File: config.mk
export PLATFORM = sky130hd
export DESIGN_NAME = mem_access_arbiter
export DESIGN_NICKNAME = d
export VERILOG_FILES = /design/src/rtl/mem_access_arbiter.sv
export SDC_FILE = /design/constraint.sdc
export NUM_CORES = 1
export LEC_CHECK = 0
export CORE_MARGIN = 2
export CORE_UTILIZATION = 39
export CTS_BUF_LIST = sky130_fd_sc_hd__clkbuf_4 sky130_fd_sc_hd__clkbuf_8
export DETAILED_ROUTE_END_ITERATION = 8
export PLACE_DENSITY = 0.8
export RECOVER_POWER = 25
export REMOVE_ABC_BUFFERS = 1
export SYNTH_ARGS = -nofsm -noshare
export SYNTH_HDL_FRONTEND = slang
export SYNTH_SLANG_ARGS = --single-unit
File: constraint.sdc
create_clock -name clk -period 1.8 [get_ports clk]
set_input_delay 0.27 -clock clk [delete_from_list [all_inputs] [get_ports clk]]
set_output_delay 0.27 -clock clk [all_outputs]
set_load 0.02 [all_outputs]
File: src/rtl/mem_access_arbiter.sv
// mem_access_arbiter: round-robin fetch/data arbiter sequencing MAR load, RAM strobes with
// programmable wait states, and single-cycle acknowledge back to the served requester.
module mem_access_arbiter #(
   parameter int AW          = 8,
   parameter int DW          = 16,
   parameter int WAIT_CYCLES = 1
) (
   input  logic          clk,
   input  logic          rst,
   input  logic          f_req,
   input  logic [AW-1:0] f_addr,
   input  logic          d_req,
   input  logic          d_we,
   input  logic [AW-1:0] d_addr,
   input  logic [DW-1:0] d_wdata,
   output logic          f_ack,
   output logic          d_ack,
   output logic [DW-1:0] rdata,
   output logic          busy,
   output logic [AW-1:0] mar_addr,
   output logic          en_mar,
   output logic          ram_re,
   output logic          ram_we,
   output logic [DW-1:0] ram_wdata,
   input  logic [DW-1:0] ram_rdata
);
   typedef enum logic [1:0] {IDLE, LOAD, ACC, RESP} state_t;
   state_t        state_q, state_d;
   logic [3:0]    cnt_q, cnt_d;
   logic          sel_q, sel_d, last_q, last_d, we_q, we_d, gd;
   logic [AW-1:0] addr_q, addr_d;
   logic [DW-1:0] wdata_q, wdata_d, rdata_q, rdata_d;
   logic          f_ack_q, f_ack_d, d_ack_q, d_ack_d, busy_q, busy_d;
   logic          en_mar_q, en_mar_d, ram_re_q, ram_re_d, ram_we_q, ram_we_d;
   // sel/last_grant: 1 = data requester, 0 = fetch requester
   assign gd = d_req & (~f_req | ~last_q);
   always_comb begin
      state_d = state_q;
      cnt_d   = cnt_q;
      sel_d   = sel_q;
      last_d  = last_q;
      we_d    = we_q;
      addr_d  = addr_q;
      wdata_d = wdata_q;
      rdata_d = rdata_q;
      case (state_q)
         IDLE: if (f_req | d_req) begin
            state_d = LOAD;
            sel_d   = gd;
            last_d  = gd;
            we_d    = gd & d_we;
            addr_d  = gd ? d_addr : f_addr;
            wdata_d = gd ? d_wdata : '0;
         end
         LOAD: begin
            state_d = ACC;
            cnt_d   = 4'(WAIT_CYCLES - 1);
         end
         ACC: if (cnt_q == 4'd0) begin
            state_d = RESP;
            rdata_d = we_q ? rdata_q : ram_rdata;
         end else cnt_d = cnt_q - 4'd1;
         RESP: state_d = IDLE;
      endcase
      en_mar_d = state_d == LOAD;
      ram_re_d = state_d == ACC & ~we_d;
      ram_we_d = state_d == ACC & we_d;
      f_ack_d  = state_d == RESP & ~sel_d;
      d_ack_d  = state_d == RESP & sel_d;
      busy_d   = state_d != IDLE;
   end
   always_ff @(posedge clk or negedge rst) begin
      if (!rst) begin
         state_q  <= IDLE;
         cnt_q    <= '0;
         sel_q    <= 1'b0;
         last_q   <= 1'b1;
         we_q     <= 1'b0;
         addr_q   <= '0;
         wdata_q  <= '0;
         rdata_q  <= '0;
         en_mar_q <= 1'b0;
         ram_re_q <= 1'b0;
         ram_we_q <= 1'b0;
         f_ack_q  <= 1'b0;
         d_ack_q  <= 1'b0;
         busy_q   <= 1'b0;
      end else begin
         state_q  <= state_d;
         cnt_q    <= cnt_d;
         sel_q    <= sel_d;
         last_q   <= last_d;
         we_q     <= we_d;
         addr_q   <= addr_d;
         wdata_q  <= wdata_d;
         rdata_q  <= rdata_d;
         en_mar_q <= en_mar_d;
         ram_re_q <= ram_re_d;
         ram_we_q <= ram_we_d;
         f_ack_q  <= f_ack_d;
         d_ack_q  <= d_ack_d;
         busy_q   <= busy_d;
      end
   end
   assign f_ack     = f_ack_q;
   assign d_ack     = d_ack_q;
   assign rdata     = rdata_q;
   assign busy      = busy_q;
   assign mar_addr  = addr_q;
   assign en_mar    = en_mar_q;
   assign ram_re    = ram_re_q;
   assign ram_we    = ram_we_q;
   assign ram_wdata = wdata_q;
endmodule

# After elaboration in Yosys (flattened, before gate mapping)
# Cells that the tools add are included.
[word_totals] register_bits=55 inputBits=53 output_inout_bits=46 word_cells=53
[classes] add_sub_neg=1 n_eq_ne=7 n_mux=11 bitwise=13 reduce_logical=7
[op_table] operator="16-bit 2-to-1 mux" n=1
[op_table] operator="2-bit equality test (second input constant)" n=4
[op_table] operator="8-bit 2-to-1 mux" n=1
[op_table] operator="2-bit one-hot mux with 4 select lines" n=1
[op_table] operator="4-bit one-hot mux with 2 select lines" n=1
[op_table] operator="1-bit AND" n=6
[op_table] operator="1-bit NOT" n=5
[op_table] operator="2-bit by 1-bit equality test with 1-bit output (second input constant)" n=2
[op_table] operator="4-bit zero test" n=1
[op_table] operator="1-bit 2-to-1 mux" n=4
[op_table] operator="2-bit 2-to-1 mux" n=2
[op_table] operator="4-bit 2-to-1 mux" n=1
[op_table] operator="2-bit AND reduction" n=2
[op_table] operator="2-bit nonzero test" n=2
[op_table] operator="4-bit by 1-bit subtractor with 4-bit output (second input constant)" n=1
[op_table] operator="3-bit AND reduction" n=1
[op_table] operator="2-bit zero test" n=1
[op_table] operator="2-bit inequality test (second input constant)" n=1
[op_table] operator="1-bit bitwise OR" n=2

# Longest topological paths before layout
[depth] word_depth=8 mapped_depth=6

# Worst setup path after synthesis
# OpenSTA, ideal clock, no wires.
[synth_timing] path_kind="flip-flop to flip-flop" startpoint="reg state_q[0]" endpoint="reg rdata_q[12], in the netlist rdata[12]" setup_ps=128 t_arrival_ps=1595 required_time_ps=1672 slack_ps=77 path_stages_with_launch=7 period_less_slack_ps=1723 path_cell_list="dfrtp_1 inv_1 ha_1 clkbuf_1 nand3_2 buf_2 mux2_1"
[synth_via] elab_chain_len=2
[synth_lines] item="from (decl)" line="28" text="state_t state_q, state_d;"
[synth_lines] item="from (signal assigned)" line="89" text="state_q <= state_d;"
[synth_lines] item="2-bit equality test" line="46" text="case (state_q)"
[synth_lines] item="3-bit AND reduction (no source line)"
[synth_lines] item="to (signal assigned)" line="96" text="rdata_q <= rdata_d;"
[synth_lines] item="to (decl)" line="32" text="logic [DW-1:0] wdata_q, wdata_d, rdata_q, rdata_d;"
# Every way passes these cells.
# A chain may end at the register's enable or synchronous reset.

# Worst setup path after layout
[layout_timing] startpoint="reg cnt_q[0]" endpoint="reg ram_re_q, in the netlist ram_re"
[layout_via] elab_chain_len=5
[layout_lines] item="from (decl)" line="29" text="logic [3:0] cnt_q, cnt_d;"
[layout_lines] item="from (signal assigned)" line="90" text="cnt_q <= cnt_d;"
[layout_lines] item="4-bit zero test" line="59" text="ACC: if (cnt_q == 4'd0) begin"
[layout_lines] item="2-bit 2-to-1 mux" line="59"
[layout_lines] item="2-bit one-hot mux with 4 select lines" line="46"
[layout_lines] item="named net state_d[0]" line="28"
[layout_lines] item="2-bit equality test" line="66" text="ram_re_d = state_d == ACC & ~we_d;"
[layout_lines] item="1-bit AND" line="66"
[layout_lines] item="named net ram_re_d" line="34" text="logic en_mar_q, en_mar_d, ram_re_q, ram_re_d, ram_we_q, ram_we_d;"
[layout_lines] item="to (signal assigned)" line="98" text="ram_re_q <= ram_re_d;"
[layout_lines] item="to (decl)" line="34"
# The timed path passes the listed nets, and every way through them passes these cells.

==> implementation parameters <==
Parameter                              Value

Floorplan
  Std-Cell Core Area    0.00557 mm²
  Standard-cell rows    27
  Die Width    between 80 and 90 µm
  Number of primary I/O pins    99
  Overall die area    ~0.0064 mm²
  Starting utilization of the core area    0.407
  Overall die height    roughly 80 µm

Synth
  Top cells by area in the synthesized netlist    sky130_fd_sc_hd__dfrtp_1 60%, sky130_fd_sc_hd__a22o_1 6.2%, sky130_fd_sc_hd__mux2_2 5.0%, sky130_fd_sc_hd__mux2i_1 3.5%, sky130_fd_sc_hd__ha_1 3.3%
  Post-Synthesis Cells    between 150 and 200
  Flops & latches, synth    55
  Number of distinct library cells after synthesis    37
  Synthesized area per cell    about 13 µm²
  Syn. warnings    0
  Most frequently used flop master after synthesis    sky130_fd_sc_hd__dfrtp_1
  Library cell with the largest summed area after synthesis    sky130_fd_sc_hd__dfrtp_1
  Syn Std Cell Area    0.00227 mm²
  Portion of the post-synthesis area used by sequential elements    0.608
  Number of enable flip-flop cells after synthesis    0
  Fraction of synthesis flops using an asynchronous set or reset pin    1.00
  Area share of the leading cell type in the synthesized netlist    0.596

Final layout
  Antenna cells    0
  Final instance area    about 0.0035 mm²
  Share of final-layout standard cells stronger than drive strength 1    0.146
  Final Net Count    340
  Area growth from synthesis to final layout    56.3%
  Final-layout fill cell count    approximately 460

Setup path
  Critical path class    flip-flop to flip-flop
  Max Fanout on Critical Path    7
  Worst setup SP type    flip-flop
  Crit path max-delay family    simple AND/OR/NAND/NOR gates
  Number of buffers and inverters on the critical path    1
  Highest-delay cell along the critical path    sky130_fd_sc_hd__dfrtp_1
  Slowest stage delay, CP    a little over 400 ps
  CP Data Arrival Time    a little under 2000 ps
  Worst Setup End Kind    flip-flop
  Crit-path cells    inv_2, ha_4, or3b_4, a221oi_4, and4b_1
  Required arrival time at the worst endpoint    about 2000 ps

Global route
  Remaining Overflow, GRT    0
  Global-route wire length before repair    between 7 and 8 mm
  Antenna violations before repair    0
  Via count of the first global-routing pass    approximately 1,700
  Maximum number of pins on one net before global-route repair    50
  GRT Util Overall    0.151

CTS
  Maximum clock insertion buffer count    2
  Master cell of the clock root buffer    sky130_fd_sc_hd__clkbuf_8
  Clock latency of the later-clocked register in the worst-skew pair    around 300 ps
  Clock tree from TritonCTS    done
  Clock tree sinks    55
  Reg clk slew, reported paths    ~90 ps
  Deepest level of the CTS H-tree    2
  Number of clock buffers inserted by TritonCTS    5

Placement
  Placed wire-length estimate    around 3.6 mm
  Post-Place Cell Area    roughly 0.0034 mm²
  Worst Setup Slack post-DPL    roughly 31 ps
  GP Congestion    ~0.75
  Port-buffer cells    98

Routing
  DR iter-0 viols    61
  Met3 WL    ~410 µm
  Total length of routed wires    between 4 and 5 mm
  Highest metal layer with signal wires    met4
  Met2 Routed Length    ~2.2 mm
  Number of antenna-violating nets in the routed design    0
  Via-per-instance ratio    ~4.8
  Count of TritonRoute iterations in the first routing pass    4
  Met1 routed wirelength after detailed routing    between 2 and 2.5 mm
  Avg WL per Cell    roughly 13 µm
  Detailed-route DRC error count    0
  Total via count after detailed routing    roughly 1,700

STA
  Tightest Pin Transition    about 630 ps
  Setup repair after global routing missed its margin    true
  FMAX    about 570 MHz
  Post-route clock period utilization    0.983
  Rel. slew slack    0.579
  Fin. max-slew vios    0
  Minimum period implied by the final worst setup slack    between 1500 and 2000 ps
  Final clock skew    ~4.2 ps
  Final Setup Violations    0
  Final Hold Viols    0
  Min setup slack post-route    approximately 30 ps

Power
  Leak pwr    ~1.6 nW
  Power density over the cells    between 1500 and 2000 mW/mm²
  Peak supply drop    988 µV

Min path
  Hold crit path type    input port to asynchronous set/reset pin

Run
  Count of max-cap constraint violations    0

Outcome
  Outcome    finished clean
area by class of cell:
class | count | area [µm²] | share of cell area
flip-flops and latches | 55 | 1380 | 0.389
well taps | 72 | 90.1 | 0.0254
multi-input cells | 103 | 852 | 0.241
clock buffers | 5 | 68.8 | 0.0194
inverters | 6 | 22.5 | 0.00636
clock inverters | 2 | 37.5 | 0.0106
repair buffers | 110 | 1090 | 0.308
routing by layer:
layer	up-vias	GRT usage
li1	830	-
met5	-	0
met4	0	0.0356
met1	805	0.177
met3	5	0.0618
met2	62	0.257
cells by family after synthesis:
kind of cell / share of synthesized area
compound gates: 0.140
fa+ha+maj: 0.0331
buf+inv: 0.0232
flops: 0.608
mux: 0.115
simple gates: 0.0806
final timing paths:
path	end	start	cells past startpoint	slack, ps
min reg2reg	mar_addr[1]$_DFFE_PN0P_	mar_addr[1]$_DFFE_PN0P_	2	490
max in group asynchronous	state_q[0]$_DFF_PN0_	rst	3	380
max	ram_re$_DFF_PN0_	cnt_q[0]$_DFFE_PN0P_	5	30
max reg2reg	ram_re$_DFF_PN0_	cnt_q[0]$_DFFE_PN0P_	5	30
min	mar_addr[6]$_DFFE_PN0P_	rst	2	420
min in group clk	mar_addr[1]$_DFFE_PN0P_	mar_addr[1]$_DFFE_PN0P_	2	490
report_power, final:
group / total (W) / switching [W] / leakage [nW] / internal [W]
registers: 0.00207 / 0.000276 / 0.684 / 0.00179
logic: 0.00310 / 0.00150 / 0.816 / 0.00160
clock network: 0.000783 / 0.000377 / 0.0502 / 0.000407
stage by stage:
step | setup TNS (ps) | total power, W | utilization | hold slack (ps) | instances
after floorplan | -270 | 0.00373 | - | -25.6 | 164
after global placement | 0 | 0.00516 | 0.612 | 121 | 343
after detailed placement | 0 | 0.00524 | 0.612 | 126 | 343
after CTS | 0 | 0.00603 | 0.633 | 361 | 351
after global routing | -21.7 | 0.00633 | 0.635 | 452 | 353
final | 0 | 0.00595 | 0.635 | 419 | 353
cell usage after synthesis (2+ instances only):
library cell,count
sky130_fd_sc_hd__nor2b_1,2
sky130_fd_sc_hd__mux2i_1,8
sky130_fd_sc_hd__buf_2,3
sky130_fd_sc_hd__nor2_1,3
sky130_fd_sc_hd__nand3_1,3
sky130_fd_sc_hd__ha_1,6
sky130_fd_sc_hd__mux2_2,10
sky130_fd_sc_hd__a21oi_1,2
sky130_fd_sc_hd__o21ai_0,11
sky130_fd_sc_hd__nand2_1,12
sky130_fd_sc_hd__clkbuf_1,4
sky130_fd_sc_hd__dfrtp_1,54
sky130_fd_sc_hd__inv_1,6
sky130_fd_sc_hd__mux2_1,6
sky130_fd_sc_hd__nor3b_2,2
sky130_fd_sc_hd__a22o_1,16
sky130_fd_sc_hd__a21o_1,2
sky130_fd_sc_hd__nand2b_1,2
timing repair:
| item | in CTS | in global routing |
|---|---|---|
| hold endpoints to repair | 6 | 0 |
| gates resized for setup | 0 | 4 |
| hold buffers | 1 | 0 |
| endpoints found under the setup margin | 0 | 3 |
| buffers inserted | 0 | 2 |
layout by cell type, fill, tap and decap left out, types with 2 or more instances in the layout:
cell type / n
sky130_fd_sc_hd__clkdlybuf4s50_1: 97
sky130_fd_sc_hd__nor3b_2: 2
sky130_fd_sc_hd__nor2_1: 3
sky130_fd_sc_hd__inv_2: 2
sky130_fd_sc_hd__buf_12: 2
sky130_fd_sc_hd__nand2b_1: 2
sky130_fd_sc_hd__dfrtp_1: 54
sky130_fd_sc_hd__nand2_1: 12
sky130_fd_sc_hd__mux2_1: 6
sky130_fd_sc_hd__a21o_1: 2
sky130_fd_sc_hd__o21ai_0: 11
sky130_fd_sc_hd__mux2i_1: 8
sky130_fd_sc_hd__a21oi_1: 2
sky130_fd_sc_hd__ha_1: 5
sky130_fd_sc_hd__clkbuf_8: 5
sky130_fd_sc_hd__mux2_2: 10
sky130_fd_sc_hd__buf_4: 8
sky130_fd_sc_hd__inv_1: 4
sky130_fd_sc_hd__a22o_1: 16
sky130_fd_sc_hd__nand3_1: 3
sky130_fd_sc_hd__nor2b_1: 2
state kept, by name, summed over array words and instances, names as in the netlist:
signal     flops
mar_addr       8
busy           1
f_ack          1
cnt_q          4
en_mar         1
ram_wdata     16
state_q        2
last_q         1
ram_we         1
we_q           1
ram_re         1
rdata         16
sel_q          1
d_ack          1
Power figures use the tool's default switching activity.
